## src/rtl/nbout_psum_buffer_pkg.sv

```systemverilog
// -----------------------------------------------------------------------------
// nbout_psum_buffer_pkg
// Shared definitions for the NBout partial-sum buffer:
//   - FSM state encoding (IDLE / ACCUM / DRAIN)
//   - cluster op-select constants (OP_SUM / OP_MAX)
//   - default lane geometry and entry width (ENTRY_W = Tn*N)
//   - INIT_BIT: replicated to form the first-pass partial sum. Zero is the
//     identity for both sum and unsigned max.
//   - idx_width(): index width that stays >= 1 for DEPTH == 1
// -----------------------------------------------------------------------------
package nbout_psum_buffer_pkg;

  typedef enum logic [1:0] {
    ST_IDLE  = 2'd0,
    ST_ACCUM = 2'd1,
    ST_DRAIN = 2'd2
  } state_t;

  localparam logic OP_SUM = 1'b0;
  localparam logic OP_MAX = 1'b1;

  localparam int DEF_N   = 16;
  localparam int DEF_TN  = 16;
  localparam int ENTRY_W = DEF_N * DEF_TN;

  localparam logic INIT_BIT = 1'b0;

  function automatic int idx_width(input int depth);
    return (depth > 1) ? $clog2(depth) : 1;
  endfunction

endpackage

```

## src/rtl/nbout_psum_buffer_if.sv

```systemverilog
// -----------------------------------------------------------------------------
// nbout_psum_buffer_if
// Drain bus from the partial-sum buffer to the output writer.
//   out_valid  : finished entry on out_data/out_idx is valid
//   out_ready  : writer accepts the current beat
//   out_data   : finished entry (ENTRY_W bits)
//   out_idx    : entry index of out_data
// Modports: master = buffer (drives data), slave = writer (drives ready).
// -----------------------------------------------------------------------------
interface nbout_psum_buffer_if #(
  parameter int ENTRY_W = nbout_psum_buffer_pkg::ENTRY_W,
  parameter int IDX_W   = 2
);
  logic               out_valid;
  logic               out_ready;
  logic [ENTRY_W-1:0] out_data;
  logic [IDX_W-1:0]   out_idx;

  modport master (output out_valid, output out_data, output out_idx, input out_ready);
  modport slave  (input out_valid, input out_data, input out_idx, output out_ready);
endinterface

```

## src/rtl/nbout_step_delay.sv

```systemverilog
// -----------------------------------------------------------------------------
// nbout_step_delay
// LAT-stage shift register that tracks each issued step until the cluster's
// result for it is available. Each stage carries {valid, idx, first, last}.
// Ports:
//   clk, rst                   clock, synchronous active-high reset (clears all stages)
//   i_valid/i_idx/i_first/i_last   step descriptor entering the pipe
//   o_valid/o_idx/o_first/o_last   descriptor at the pipe head (LAT cycles later)
// -----------------------------------------------------------------------------
module nbout_step_delay #(
  parameter int LAT   = 1,
  parameter int IDX_W = 2
) (
  input  logic             clk,
  input  logic             rst,
  input  logic             i_valid,
  input  logic [IDX_W-1:0] i_idx,
  input  logic             i_first,
  input  logic             i_last,
  output logic             o_valid,
  output logic [IDX_W-1:0] o_idx,
  output logic             o_first,
  output logic             o_last
);
  localparam int SW = IDX_W + 3;

  logic [SW-1:0] w_in;
  assign w_in = {i_valid, i_idx, i_first, i_last};

  genvar gi;
  generate
    for (gi = 0; gi < LAT; gi++) begin : g_stage
      logic [SW-1:0] r_q;
      if (gi == 0) begin : g_head
        always_ff @(posedge clk) begin
          if (rst) r_q <= '0;
          else     r_q <= w_in;
        end
      end else begin : g_tail
        always_ff @(posedge clk) begin
          if (rst) r_q <= '0;
          else     r_q <= g_stage[gi-1].r_q;
        end
      end
    end
  endgenerate

  assign {o_valid, o_idx, o_first, o_last} = g_stage[LAT-1].r_q;

endmodule

```

## src/rtl/nbout_psum_buffer.sv

```systemverilog
// -----------------------------------------------------------------------------
// nbout_psum_buffer
// Output-neuron partial-sum buffer (NBout) sitting after the Tn-lane sum/max
// cluster. Holds DEPTH entries of Tn x N bits, feeds the stored partial sum
// back to the cluster, captures the cluster result each step and, after the
// last input chunk, drains all entries to the writer.
// Ports:
//   clk, rst        clock, synchronous active-high reset
//   i_start         begin a tile (IDLE only); i_iters = chunks (0 -> 1); i_op 0=sum 1=max
//   i_step          cluster consumed i_vals for the current entry this cycle
//   o_partial_sum   partial sum to the cluster, aligned with its final add/max
//   o_op            latched op select for the cluster
//   i_res           cluster result
//   o_drain         drain bus (master): valid/ready/data/idx
//   o_busy          high in ACCUM or DRAIN
//   o_done          one-cycle pulse after the last drain beat
// Optional feature: NBOUT_RELU_EN -- in DRAIN with op==sum, negative lanes
// (signed two's complement) are output as zero; buffer contents untouched.
// -----------------------------------------------------------------------------
module nbout_psum_buffer
  import nbout_psum_buffer_pkg::*;
#(
  parameter int N     = DEF_N,
  parameter int Tn    = DEF_TN,
  parameter int DEPTH = 4,
  parameter int LAT   = 1,
  parameter int ITW   = 8
) (
  input  logic                 clk,
  input  logic                 rst,
  input  logic                 i_start,
  input  logic [ITW-1:0]       i_iters,
  input  logic                 i_op,
  input  logic                 i_step,
  output logic [Tn*N-1:0]      o_partial_sum,
  output logic                 o_op,
  input  logic [Tn*N-1:0]      i_res,
  nbout_psum_buffer_if.master  o_drain,
  output logic                 o_busy,
  output logic                 o_done
);
  localparam int EW    = Tn * N;
  localparam int IDX_W = idx_width(DEPTH);
  localparam logic [IDX_W-1:0] LAST_IDX = IDX_W'(DEPTH - 1);

  state_t           r_state;
  logic             r_op;
  logic [ITW-1:0]   r_iters;
  logic [ITW-1:0]   r_iter;
  logic [IDX_W-1:0] r_rd_ptr;
  logic [IDX_W-1:0] r_drain_ptr;
  logic             r_issue_done;
  logic             r_done;

  logic [EW-1:0]    r_buf [DEPTH];

  logic             w_issue;
  logic             w_first;
  logic             w_last;
  logic             w_hd_valid;
  logic [IDX_W-1:0] w_hd_idx;
  logic             w_hd_first;
  logic             w_hd_last;
  logic             w_wr_en;
  logic [EW-1:0]    w_rd_data;
  logic [EW-1:0]    w_out_data;

  // Issue side: steps only count while accumulating and before the final step.
  assign w_issue = (r_state == ST_ACCUM) && i_step && !r_issue_done;
  assign w_first = (r_iter == '0);
  assign w_last  = (r_iter == r_iters - ITW'(1)) && (r_rd_ptr == LAST_IDX);

  nbout_step_delay #(
    .LAT   (LAT),
    .IDX_W (IDX_W)
  ) u_step_delay (
    .clk     (clk),
    .rst     (rst),
    .i_valid (w_issue),
    .i_idx   (r_rd_ptr),
    .i_first (w_first),
    .i_last  (w_last),
    .o_valid (w_hd_valid),
    .o_idx   (w_hd_idx),
    .o_first (w_hd_first),
    .o_last  (w_hd_last)
  );

  // Stage-out: read and write of buf[hd_idx] happen in the same cycle, so the
  // combinational read always sees the value from the previous pass.
  assign w_wr_en = w_hd_valid && (r_state == ST_ACCUM);

  assign o_partial_sum = !w_wr_en   ? '0 :
                         w_hd_first ? {EW{INIT_BIT}} :
                                      r_buf[w_hd_idx];

  always_ff @(posedge clk) begin
    if (w_wr_en) r_buf[w_hd_idx] <= i_res;
  end

  always_ff @(posedge clk) begin
    if (rst) begin
      r_state      <= ST_IDLE;
      r_op         <= OP_SUM;
      r_iters      <= '0;
      r_iter       <= '0;
      r_rd_ptr     <= '0;
      r_drain_ptr  <= '0;
      r_issue_done <= 1'b0;
      r_done       <= 1'b0;
    end else begin
      r_done <= 1'b0;
      case (r_state)
        ST_IDLE: begin
          if (i_start) begin
            r_state      <= ST_ACCUM;
            r_op         <= i_op;
            r_iters      <= (i_iters == '0) ? ITW'(1) : i_iters;
            r_iter       <= '0;
            r_rd_ptr     <= '0;
            r_issue_done <= 1'b0;
          end
        end
        ST_ACCUM: begin
          if (w_issue) begin
            if (w_last) r_issue_done <= 1'b1;
            if (r_rd_ptr == LAST_IDX) begin
              r_rd_ptr <= '0;
              r_iter   <= r_iter + ITW'(1);
            end else begin
              r_rd_ptr <= r_rd_ptr + IDX_W'(1);
            end
          end
          // The final write lands at this edge; draining starts next cycle.
          if (w_wr_en && w_hd_last) begin
            r_state     <= ST_DRAIN;
            r_drain_ptr <= '0;
          end
        end
        ST_DRAIN: begin
          if (o_drain.out_ready) begin
            if (r_drain_ptr == LAST_IDX) begin
              r_state <= ST_IDLE;
              r_done  <= 1'b1;
            end else begin
              r_drain_ptr <= r_drain_ptr + IDX_W'(1);
            end
          end
        end
        default: r_state <= ST_IDLE;
      endcase
    end
  end

  assign w_rd_data = r_buf[r_drain_ptr];

`ifdef NBOUT_RELU_EN
  genvar gi;
  generate
    for (gi = 0; gi < Tn; gi++) begin : g_relu
      assign w_out_data[gi*N +: N] =
        ((r_op == OP_SUM) && w_rd_data[gi*N + N - 1]) ? '0 : w_rd_data[gi*N +: N];
    end
  endgenerate
`else
  assign w_out_data = w_rd_data;
`endif

  assign o_drain.out_valid = (r_state == ST_DRAIN);
  assign o_drain.out_data  = w_out_data;
  assign o_drain.out_idx   = r_drain_ptr;

  assign o_op   = r_op;
  assign o_busy = (r_state != ST_IDLE);
  assign o_done = r_done;

endmodule

```

## src/flat_wrapper.sv

```systemverilog
// flat-port wrapper written by rule: the top's interface ports become plain ports
module nbout_psum_buffer_flat import nbout_psum_buffer_pkg::*;
#(
  parameter int N     = DEF_N,
  parameter int Tn    = DEF_TN,
  parameter int DEPTH = 4,
  parameter int LAT   = 1,
  parameter int ITW   = 8
)
  (clk, rst, i_start, i_iters, i_op, i_step, o_partial_sum, o_op, i_res, o_busy, o_done, o_drain_out_valid, o_drain_out_data, o_drain_out_idx, o_drain_out_ready);
  nbout_psum_buffer_if #(.ENTRY_W((N * (16))), .IDX_W((2))) o_drain_i ();
  input  logic clk;
  input  logic rst;
  input  logic i_start;
  input  logic [ITW-1:0] i_iters;
  input  logic i_op;
  input  logic i_step;
  output logic [Tn*N-1:0] o_partial_sum;
  output logic o_op;
  input  logic [Tn*N-1:0] i_res;
  output logic o_busy;
  output logic o_done;
  output wire logic [$bits(o_drain_i.out_valid)-1:0] o_drain_out_valid;
  output wire logic [$bits(o_drain_i.out_data)-1:0] o_drain_out_data;
  output wire logic [$bits(o_drain_i.out_idx)-1:0] o_drain_out_idx;
  input wire logic [$bits(o_drain_i.out_ready)-1:0] o_drain_out_ready;
  assign o_drain_out_valid = o_drain_i.out_valid;
  assign o_drain_out_data = o_drain_i.out_data;
  assign o_drain_out_idx = o_drain_i.out_idx;
  assign o_drain_i.out_ready = o_drain_out_ready;
  nbout_psum_buffer #(.N(N), .Tn(Tn), .DEPTH(DEPTH), .LAT(LAT), .ITW(ITW)) u_core (.clk(clk), .rst(rst), .i_start(i_start), .i_iters(i_iters), .i_op(i_op), .i_step(i_step), .o_partial_sum(o_partial_sum), .o_op(o_op), .i_res(i_res), .o_drain(o_drain_i), .o_busy(o_busy), .o_done(o_done));
endmodule
```

## config.mk

```make
export PLATFORM = sky130hd
export DESIGN_NAME = nbout_psum_buffer_flat
export DESIGN_NICKNAME = d
export VERILOG_FILES = /design/src/rtl/nbout_psum_buffer_pkg.sv /design/src/rtl/nbout_psum_buffer_if.sv /design/src/rtl/nbout_step_delay.sv /design/src/rtl/nbout_psum_buffer.sv /design/src/flat_wrapper.sv
export SDC_FILE = /design/constraint.sdc
export NUM_CORES = 1
export LEC_CHECK = 0
export BUFFER_PORTS_ARGS = -buffer_cell sky130_fd_sc_hd__clkbuf_2
export CAP_MARGIN = 40
export CORE_MARGIN = 1
export CORE_UTILIZATION = 40
export CTS_CLUSTER_DIAMETER = 120
export DETAILED_ROUTE_END_ITERATION = 12
export SYNTH_ARGS = -nofsm -noshare
export SYNTH_HDL_FRONTEND = slang
export SYNTH_SLANG_ARGS = --single-unit
```

## constraint.sdc

```tcl
create_clock -name clk -period 28.1 [get_ports clk]
set_input_delay 1.405 -clock clk [delete_from_list [all_inputs] [get_ports clk]]
set_output_delay 1.405 -clock clk [all_outputs]
set_load 0.02 [all_outputs]
```

==> results.sh, run 1 <==
export IMPL_setup_worst_path_end_class="primary output"
export IMPL_synthArstFlopShare_pct=0
export IMPL_cp_data_required_time_ns=26.69
export IMPL_rsz0062_at_grt="false"
export IMPL_place_hpwl_um=79200
export IMPL_synth_cells=2116
export IMPL_synth_edff_count=1024
export IMPL_ports_placed_on_the_boundary=788
export IMPL_die_width_um=341
export IMPL_grt_antenna_before_repair=32
export IMPL_gr_max_usage_layer="met2"
export IMPL_layout_cells_most_common="edfxtp_1"
export IMPL_fmaxAchievable_mhz=174
export IMPL_initial_utilization_pct=40.3
export IMPL_slew_limit_headroom_pct=20.3
export IMPL_report_final_setup_viol=0
export IMPL_dp_cells=4319
export IMPL_crit_arrival_ns=4.34
export IMPL_fp_dieH_um=341
export IMPL_timing_reg2reg_worst_path_depth=7
export IMPL_mappedNetlistArea_sq_mm=0.0460
export IMPL_final_nets=3198
export IMPL_setup_worst_path_class="reg -> out"
export IMPL_design_core_area_sq_mm=0.114
export IMPL_grt_max_degree=131
export IMPL_timing_critical_path_from_type="flip-flop"
export IMPL_die_area_sq_mm=0.116
export IMPL_synth_largest_area_cell="edfxtp_1"
export IMPL_tritoncts_num_sinks=1056
export IMPL_avgViaCountPerCell=5.54
export IMPL_tritoncts="yes"
export IMPL_most_common_layout_cells="edfxtp_1 (1,024), clkbuf_2 (787), mux4_2 (512)"
export IMPL_synthToLayoutAreaGrowth_pct=21.3
export IMPL_cts_hold_fix_buffers=0
export IMPL_clk_insertion_delay_late_ns=0.69
export IMPL_row_count=124
export IMPL_power_static_leakage_nw=18.3
export IMPL_netlist_cell_type_count=40
export IMPL_clk_pin_slew_worst_paths_ns=0.06
export IMPL_powerDensity_mw_per_mm2=59.5
export IMPL_vdd_ir_drop_max_mv=0.0457
export IMPL_report_final_hold_viol_count=0
export IMPL_ant_nets=0
export IMPL_met1_usage_pct=23.9
export IMPL_final_max_slew_violation_count=0
export IMPL_drt_initial_drc_count=1475
export IMPL_cap_viol_max_count=0
export IMPL_synth_area_top_cells="edfxtp_1 (67%), mux4_2 (25%), nor2b_1 (3.5%), dfxtp_1 (1.4%), clkbuf_1 (0.64%)"
export IMPL_overall_power_mw=3.32
export IMPL_mappedNetlistNets=2391
export IMPL_hold_class="reg -> reg"
export IMPL_gp_congestion=0.832
export IMPL_cts_repair_resized=0
export IMPL_finalWirelength_um=121000
export IMPL_synth_seq_area_share_pct=68.2
export IMPL_groute_usage_overall_pct=20.6
export IMPL_post_cts_setup_buffer_count=0
export IMPL_post_route_worst_setup_slack_ns=22.35
export IMPL_cts_htree_levels=3
export IMPL_ys_warn_count=0
export IMPL_whs_path_depth=2
export IMPL_fin_skew_ns=0.0286
export IMPL_dpl_cell_area_sq_mm=0.0521
export IMPL_route_vias_total=25172
export IMPL_utilization_pct=48.9
export IMPL_cts_path_max_buffers=3
export IMPL_crit_path_max_fanout=39
export IMPL_tritoncts_num_buffers=114
export IMPL_synth_top_area_share_pct=66.8
export IMPL_period_share_pct=20.4
export IMPL_drc=0
export IMPL_grt_pass1_vias=26869
export IMPL_grt_use_met2_pct=35.4
export IMPL_place_worst_setup_slack_ns=22.91
export IMPL_fin_worst_hold_slack_ns=0.464
export IMPL_timing_final_crit_period_ns=5.75
export IMPL_globalRouteMet3Util_pct=6.96
export IMPL_outcome="finished clean"
export IMPL_ys_seq_elements=1056
export IMPL_ys_dominant_reg_cell="edfxtp_1"
export IMPL_drtPass1Iterations=5
export IMPL_stdcell_area_sq_mm=0.0558
export IMPL_grt_pass1_wl_um=178000
export IMPL_final_instance_count_excl_fill=4546
export IMPL_timing_worst_slew_pin_value_ns=1.20
export IMPL_synthesis_area_per_instance_sq_um=21.7
export IMPL_drt_wirelength_per_cell_um=26.7
export IMPL_root_buffer="clkbuf_16"
export IMPL_port_buffers=787
export IMPL_fraction_of_layout_instances_using_a_drive_strength_above_1_pct=50.5
export IMPL_grt_ovfl_total=0
export IMPL_fillers=9589
export IMPL_setup_total_negative_slack_ns=0
cell families (layout without fill, tap and decap cells):
kind of cell / count (synthesis) / count (layout) / synth area share (%)
other: 0 / 18 / 0
multiplexers: 512 / 512 / 25.1
adder cells (fa/ha/maj): 5 / 5 / 0.136
buffers and inverters: 157 / 1057 / 1.42
XOR/XNOR: 15 / 15 / 0.302
AND/OR/NAND/NOR: 343 / 343 / 4.51
flip-flops: 1056 / 1056 / 68.2
AO/OA/AOI/OAI: 28 / 28 / 0.337
area by class of cell:
cell class	count	area (sq um)	share of cell area [%]
Multi-Input combinational cell	903	14000	25.1
Inverter	9	33.8	0.0605
Clock inverter	58	567	1.02
Clock buffer	151	3080	5.51
Tap cell	1512	1890	3.39
Sequential cell	1056	31400	56.3
Antenna cell	18	45.0	0.0807
Timing Repair Buffer	839	4800	8.60
layer usage:
| layer | vias up | wire length [um] |
|---|---|---|
| li1 | 10670 | - |
| met1 | 13402 | 43400 |
| met2 | 874 | 63600 |
| met3 | 200 | 10200 |
| met4 | 26 | 3800 |
| met5 | - | 168 |
flip-flops by register name, summed over array words and instances (netlist names), named ones only:
name	flops
u_core.r_buf	1024
u_core.r_iter	8
u_core.r_iters	8
u_core.u_step_delay.g_stage.r_q	5
u_core.o_drain.out_idx	2
u_core.r_rd_ptr	2
u_core.r_state	2
u_core.o_done	1
u_core.o_op	1
u_core.r_issue_done	1
synthesized netlist by cell type (3+ instances only):
master,n
edfxtp_1,1024
mux4_2,512
nor2b_1,261
clkbuf_1,79
buf_2,47
dfxtp_1,32
nand2_1,26
buf_1,21
a21oi_1,18
nor2_1,12
inv_1,9
nor3_1,8
xnor2_1,8
nand3_1,7
xor2_1,6
ha_1,5
nor4_1,5
o21ai_0,5
nand4_1,4
or3_1,3
critical path, stage by stage, from the launching register on:
cell	delay, ns
dfxtp_4	0.71
buf_16	0.30
buf_4	0.27
buf_16	0.29
buf_4	0.25
buf_16	0.27
buf_4	0.24
buf_16	0.30
mux4_2	0.55
nor2b_1	0.14
clkbuf_2	0.19
path summary, 6_finish.rpt:
path,to,start,slack (ns)
worst max-delay path,o_partial_sum[196],u_core.u_step_delay.g_stage[0].r_q[2],22.35
worst min-delay path,u_core.o_op,u_core.o_op,0.46
worst max register to register,u_core.r_buf[2][205],u_core.r_state[0],24.46
worst min register to register,u_core.o_op,u_core.o_op,0.46
power breakdown:
| group | switching [mW] | internal [mW] | total, mW | leakage (nW) |
|---|---|---|---|---|
| clock | 0.596 | 0.858 | 1.45 | 1.77 |
| combinational | 0.0676 | 0.0551 | 0.123 | 7.07 |
| sequential | 0.00564 | 1.74 | 1.74 | 9.48 |
Note: power is estimated with default switching activity, not from simulation.
==> run 2, diff against run 1 <==
==> constraint.sdc (replaced) <==
create_clock -name clk -period 5 [get_ports clk]
set_input_delay 0.25 -clock clk [delete_from_list [all_inputs] [get_ports clk]]
set_output_delay 0.25 -clock clk [all_outputs]
set_load 0.02 [all_outputs]
==> run 2 against run 1 <==
Net effect: final cell count increased by 5.7%; global-route usage increased by 0.49 points; sequential cell count unchanged; die area unchanged; via count increased by 4.7%; clock skew increased by 0.010 ns; critical path depth decreased by 6; sequential share of layout area decreased by 2.5 points; first-iteration DRC count increased by 8.7%; highest routed layer unchanged.
==> results.sh, run 2 (synthesized netlist as in run 1, its figures left out) <==
export IMPL_outcome="finished clean"
export IMPL_finalWirelength_um=124000
export IMPL_drt_initial_drc_count=1603
export IMPL_hold_class="in -> reg"
export IMPL_final_nets=3466
export IMPL_grt_max_degree=136
export IMPL_setup_total_negative_slack_ns=0
export IMPL_timing_worst_slew_pin_value_ns=1.21
export IMPL_post_cts_setup_buffer_count=0
export IMPL_design_core_area_sq_mm=0.114
export IMPL_grt_pass1_wl_um=184000
export IMPL_root_buffer="clkbuf_16"
export IMPL_initial_utilization_pct=40.3
export IMPL_grt_pass1_vias=28419
export IMPL_grt_antenna_before_repair=9
export IMPL_row_count=124
export IMPL_cap_viol_max_count=0
export IMPL_fmaxAchievable_mhz=282
export IMPL_dpl_cell_area_sq_mm=0.0520
export IMPL_grt_ovfl_total=0
export IMPL_fin_skew_ns=0.0389
export IMPL_reg_largest_list="u_core.r_buf x1024, u_core.r_iter x8, u_core.r_iters x8"
export IMPL_clk_pin_slew_worst_paths_ns=0.07
export IMPL_fraction_of_layout_instances_using_a_drive_strength_above_1_pct=46.9
export IMPL_clk_insertion_delay_late_ns=0.71
export IMPL_fillers=9239
export IMPL_period_share_pct=71.0
export IMPL_most_common_layout_cells="edfxtp_1 (1,024), clkbuf_2 (787), mux4_2 (512)"
export IMPL_ant_nets=0
export IMPL_crit_arrival_ns=3.30
export IMPL_synthToLayoutAreaGrowth_pct=26.9
export IMPL_timing_critical_path_from_type="flip-flop"
export IMPL_setup_worst_path_end_class="primary output"
export IMPL_drt_wirelength_per_cell_um=25.7
export IMPL_timing_reg2reg_worst_path_depth=5
export IMPL_timing_reg2reg_setup_slack_ns=2.38
export IMPL_drc=0
export IMPL_setup_worst_path_class="reg -> out"
export IMPL_layout_cells_most_common="edfxtp_1"
export IMPL_route_vias_total=26345
export IMPL_cts_hold_fix_buffers=269
export IMPL_vdd_ir_drop_max_mv=0.253
export IMPL_port_buffers=787
export IMPL_powerDensity_mw_per_mm2=323
export IMPL_top_register="u_core.r_buf"
export IMPL_report_final_hold_viol_count=0
export IMPL_report_final_setup_viol=0
export IMPL_drtPass1Iterations=6
export IMPL_tritoncts="yes"
export IMPL_timing_final_crit_period_ns=3.55
export IMPL_place_hpwl_um=80100
export IMPL_gp_congestion=0.815
export IMPL_rsz0062_at_grt="false"
export IMPL_stdcell_area_sq_mm=0.0584
export IMPL_fp_dieH_um=341
export IMPL_cp_data_required_time_ns=4.75
export IMPL_die_area_sq_mm=0.116
export IMPL_final_max_slew_violation_count=0
export IMPL_whs_path_depth=4
export IMPL_power_static_leakage_nw=19.4
export IMPL_tritoncts_num_sinks=1056
export IMPL_largest_register_ffs=1024
export IMPL_cts_htree_levels=3
export IMPL_groute_usage_overall_pct=21.1
export IMPL_cts_repair_resized=0
export IMPL_crit_path_max_fanout=37
export IMPL_die_width_um=341
export IMPL_avgViaCountPerCell=5.48
export IMPL_ports_placed_on_the_boundary=788
export IMPL_cts_path_max_buffers=3
export IMPL_tritoncts_num_buffers=112
export IMPL_slew_limit_headroom_pct=19.0
-- run 2: cell count changes in the layout (fill, tap and decap cells not counted), sizes merged --
cell	delta
buf	+1
bufinv	+1
clkbuf	-26
clkinv	+22
clkinvlp	+4
diode	-11
dlygate4sd3	+269
-- run 2: path summary, 6_finish.rpt --
| check | end | from |
|---|---|---|
| setup / recovery | o_partial_sum[108] | u_core.u_step_delay.g_stage[0].r_q[2] |
| hold / removal | u_core.u_step_delay.g_stage[0].r_q[4] | i_step |
| setup reg to reg | u_core.r_buf[3][214] | u_core.r_state[0] |
| hold reg to reg | u_core.r_issue_done | u_core.r_issue_done |
-- run 2: worst max-delay path: stages (launching register included) --
cell	delay (ns)
dfxtp_4	0.86
buf_4	0.76
mux4_2	0.60
nor2b_1	0.17
clkbuf_2	0.20
-- run 2: area by class of cell --
cell class,count,area [sq um],area share [%]
Multi-Input combinational cell,903,14000,24.0
Antenna cell,7,17.5,0.0300
Timing Repair Buffer,1109,7370,12.6
Sequential cell,1056,31400,53.8
Clock inverter,85,786,1.35
Inverter,9,36.3,0.0621
Clock buffer,125,2870,4.92
Tap cell,1512,1890,3.24
-- run 2: per-layer routing --
layer | wire length, um | GRT usage, %
met1 | 45700 | 25.6
met2 | 65000 | 36.4
met3 | 8710 | 4.93
met4 | 4320 | 8.37
met5 | 31 | 0
-- run 2: report_power, final --
group / switching (mW) / internal, mW
Clock: 3.48 / 4.71
Combinational: 0.429 / 0.440
Sequential: 0.0340 / 9.76
-- run 2: through the flow --
stage                     hold WS [ns]  worst slack (ns)  cells  total power [mW]  util, %
after CTS                       0.0485              1.28   4799              19.1     51.1
after detailed placement         0.452              2.05   4320              10.7     45.6
after floorplan                  0.322             -2.25   2116              10.4        -
final                            0.109              1.45   4806              18.9     51.1
after global routing            0.0888              1.17   4805              19.4     51.1
after global placement           0.448              2.01   4315              10.6     45.5
==> run 3, diff against run 2 <==
==> constraint.sdc (replaced) <==
create_clock -name clk -period 3.3 [get_ports clk]
set_input_delay 0.165 -clock clk [delete_from_list [all_inputs] [get_ports clk]]
set_output_delay 0.165 -clock clk [all_outputs]
set_load 0.02 [all_outputs]
==> run 3 against run 2 <==
Net effect: die area is the same; wire length increased by 1.6%; largest cell class unchanged; sequential cell count did not move; global-route usage increased by 0.25 points; first-iteration DRC count up 19%; utilization up 0.70 points; cell area up 1.4%; register-to-register slack lost 1.5 ns; hold slack gained 0.11 ns; clock power increased by 55%; via count grew 1.5%.
==> results.sh, run 3 (synthesized netlist as in run 1, its figures left out) <==
export IMPL_outcome="finished clean"
export IMPL_report_final_setup_viol=0
export IMPL_dpl_cell_area_sq_mm=0.0526
export IMPL_tritoncts="yes"
export IMPL_setup_worst_path_class="reg -> out"
export IMPL_post_cts_setup_buffer_count=0
export IMPL_slew_limit_headroom_pct=47.3
export IMPL_post_route_worst_setup_slack_ns=0.219
export IMPL_fmaxAchievable_mhz=325
export IMPL_fin_worst_hold_slack_ns=0.223
export IMPL_place_worst_setup_slack_ns=0.868
export IMPL_reg_largest_list="u_core.r_buf x1024, u_core.r_iter x8, u_core.r_iters x8"
export IMPL_utilization_pct=51.8
export IMPL_grt_max_degree=94
export IMPL_fraction_of_layout_instances_using_a_drive_strength_above_1_pct=47.5
export IMPL_avgViaCountPerCell=5.49
export IMPL_drt_wirelength_per_cell_um=25.8
export IMPL_cp_slowest_stage_delay_ns=0.43
export IMPL_synthToLayoutAreaGrowth_pct=28.7
export IMPL_final_max_slew_violation_count=0
export IMPL_period_share_pct=93.4
export IMPL_globalRouteMet3Util_pct=4.36
export IMPL_gp_congestion=0.863
export IMPL_crit_arrival_ns=2.92
export IMPL_dp_cells=4361
export IMPL_timing_final_crit_period_ns=3.08
export IMPL_vdd_ir_drop_max_mv=0.452
export IMPL_setup_worst_path_end_class="primary output"
export IMPL_route_vias_total=26744
export IMPL_grt_pass1_vias=28742
export IMPL_rsz0062_at_grt="false"
export IMPL_tritoncts_num_buffers=111
export IMPL_row_count=124
export IMPL_timing_reg2reg_setup_slack_ns=0.88
export IMPL_power_static_leakage_nw=19.8
export IMPL_fp_dieH_um=341
export IMPL_drt_initial_drc_count=1913
export IMPL_report_final_hold_viol_count=0
export IMPL_place_hpwl_um=83500
export IMPL_largest_register_ffs=1024
export IMPL_overall_power_mw=28.9
export IMPL_crit_path_max_fanout=93
export IMPL_setup_total_negative_slack_ns=0
export IMPL_fin_skew_ns=0.0326
export IMPL_clk_pin_slew_worst_paths_ns=0.06
export IMPL_timing_worst_slew_pin_value_ns=0.791
export IMPL_cap_viol_max_count=0
export IMPL_cts_path_max_buffers=3
export IMPL_drtPass1Iterations=5
export IMPL_grt_pass1_wl_um=186000
export IMPL_grt_use_met2_pct=37.2
export IMPL_finalWirelength_um=126000
export IMPL_design_core_area_sq_mm=0.114
export IMPL_ant_nets=0
export IMPL_powerDensity_mw_per_mm2=489
export IMPL_final_instance_count_excl_fill=4867
export IMPL_met1_usage_pct=26.2
export IMPL_hold_class="in -> reg"
export IMPL_clk_insertion_delay_late_ns=0.71
export IMPL_die_width_um=341
export IMPL_grt_antenna_before_repair=11
export IMPL_tritoncts_num_sinks=1056
export IMPL_initial_utilization_pct=40.3
export IMPL_top_register="u_core.r_buf"
export IMPL_cp_data_required_time_ns=3.13
export IMPL_drc=0
export IMPL_die_area_sq_mm=0.116
export IMPL_timing_critical_path_cells="nor2b_4, nand2_4, or2_4, buf_12, nor2b_1, clkbuf_2"
export IMPL_crit_slowest_cell="or2_4"
export IMPL_stdcell_area_sq_mm=0.0592
export IMPL_root_buffer="clkbuf_16"
export IMPL_most_common_layout_cells="edfxtp_1 (1,024), clkbuf_2 (787), mux4_2 (512)"
export IMPL_layout_cells_most_common="edfxtp_1"
export IMPL_cts_htree_levels=3
export IMPL_ports_placed_on_the_boundary=788
export IMPL_timing_critical_path_from_type="flip-flop"
export IMPL_groute_usage_overall_pct=21.4
export IMPL_gr_max_usage_layer="met2"
export IMPL_final_nets=3524
export IMPL_port_buffers=787
export IMPL_grt_ovfl_total=0
==> run 3: changes by cell type in the layout (fill, tap and decap cells not counted), sizes merged <==
cell and change:
buf +41, bufinv +5, clkbuf -2, clkinv -1, clkinvlp -4, diode +2, dlygate4sd3 +18, inv +2
==> run 3: area by class of cell <==
type                            count  area, sq um
Fill cell                        9237        55000
Sequential cell                  1056        31400
Multi-Input combinational cell    903        14000
Timing Repair Buffer             1168         8080
Clock buffer                      123         2820
Tap cell                         1512         1890
Clock inverter                     87          923
Inverter                            9         36.3
Antenna cell                        9         22.5
==> run 3: critical path, delay by kind of cell, from the launching register on <==
family	cells	cell delay, ns
simple gates	4	1.11
buf+inv	2	0.47
flops	1	0.42
==> run 3: power by group <==
part | total (mW) | internal, mW | switching, mW
clock network | 12.7 | 7.45 | 5.29
logic | 1.38 | 0.700 | 0.676
registers | 14.8 | 14.8 | 0.0455
total | 28.9 | 22.9 | 6.01
==> run 3: timing repair <==
action	4_1_cts	5_1_grt
endpoints found under the hold margin	1048	0
endpoints found under the setup margin	0	3
hold buffers	287	0
gates resized for setup	0	3
==> run 3: final timing paths <==
| path | startpoint | end | depth (start not counted) |
|---|---|---|---|
| max | u_core.r_state[0] | o_partial_sum[143] | 6 |
| min | i_res[97] | u_core.r_buf[2][97] | 2 |
| max reg2reg | u_core.r_state[1] | u_core.r_iters[7] | 5 |
| min reg2reg | u_core.r_issue_done | u_core.r_issue_done | 2 |
==> run 3: metal layers <==
metal | part of all wire, % | up-vias
met5 | 0.033 | -
met4 | 3.6 | 6
met3 | 6.7 | 232
met2 | 52 | 1001
met1 | 37 | 14199
li1 | - | 11306
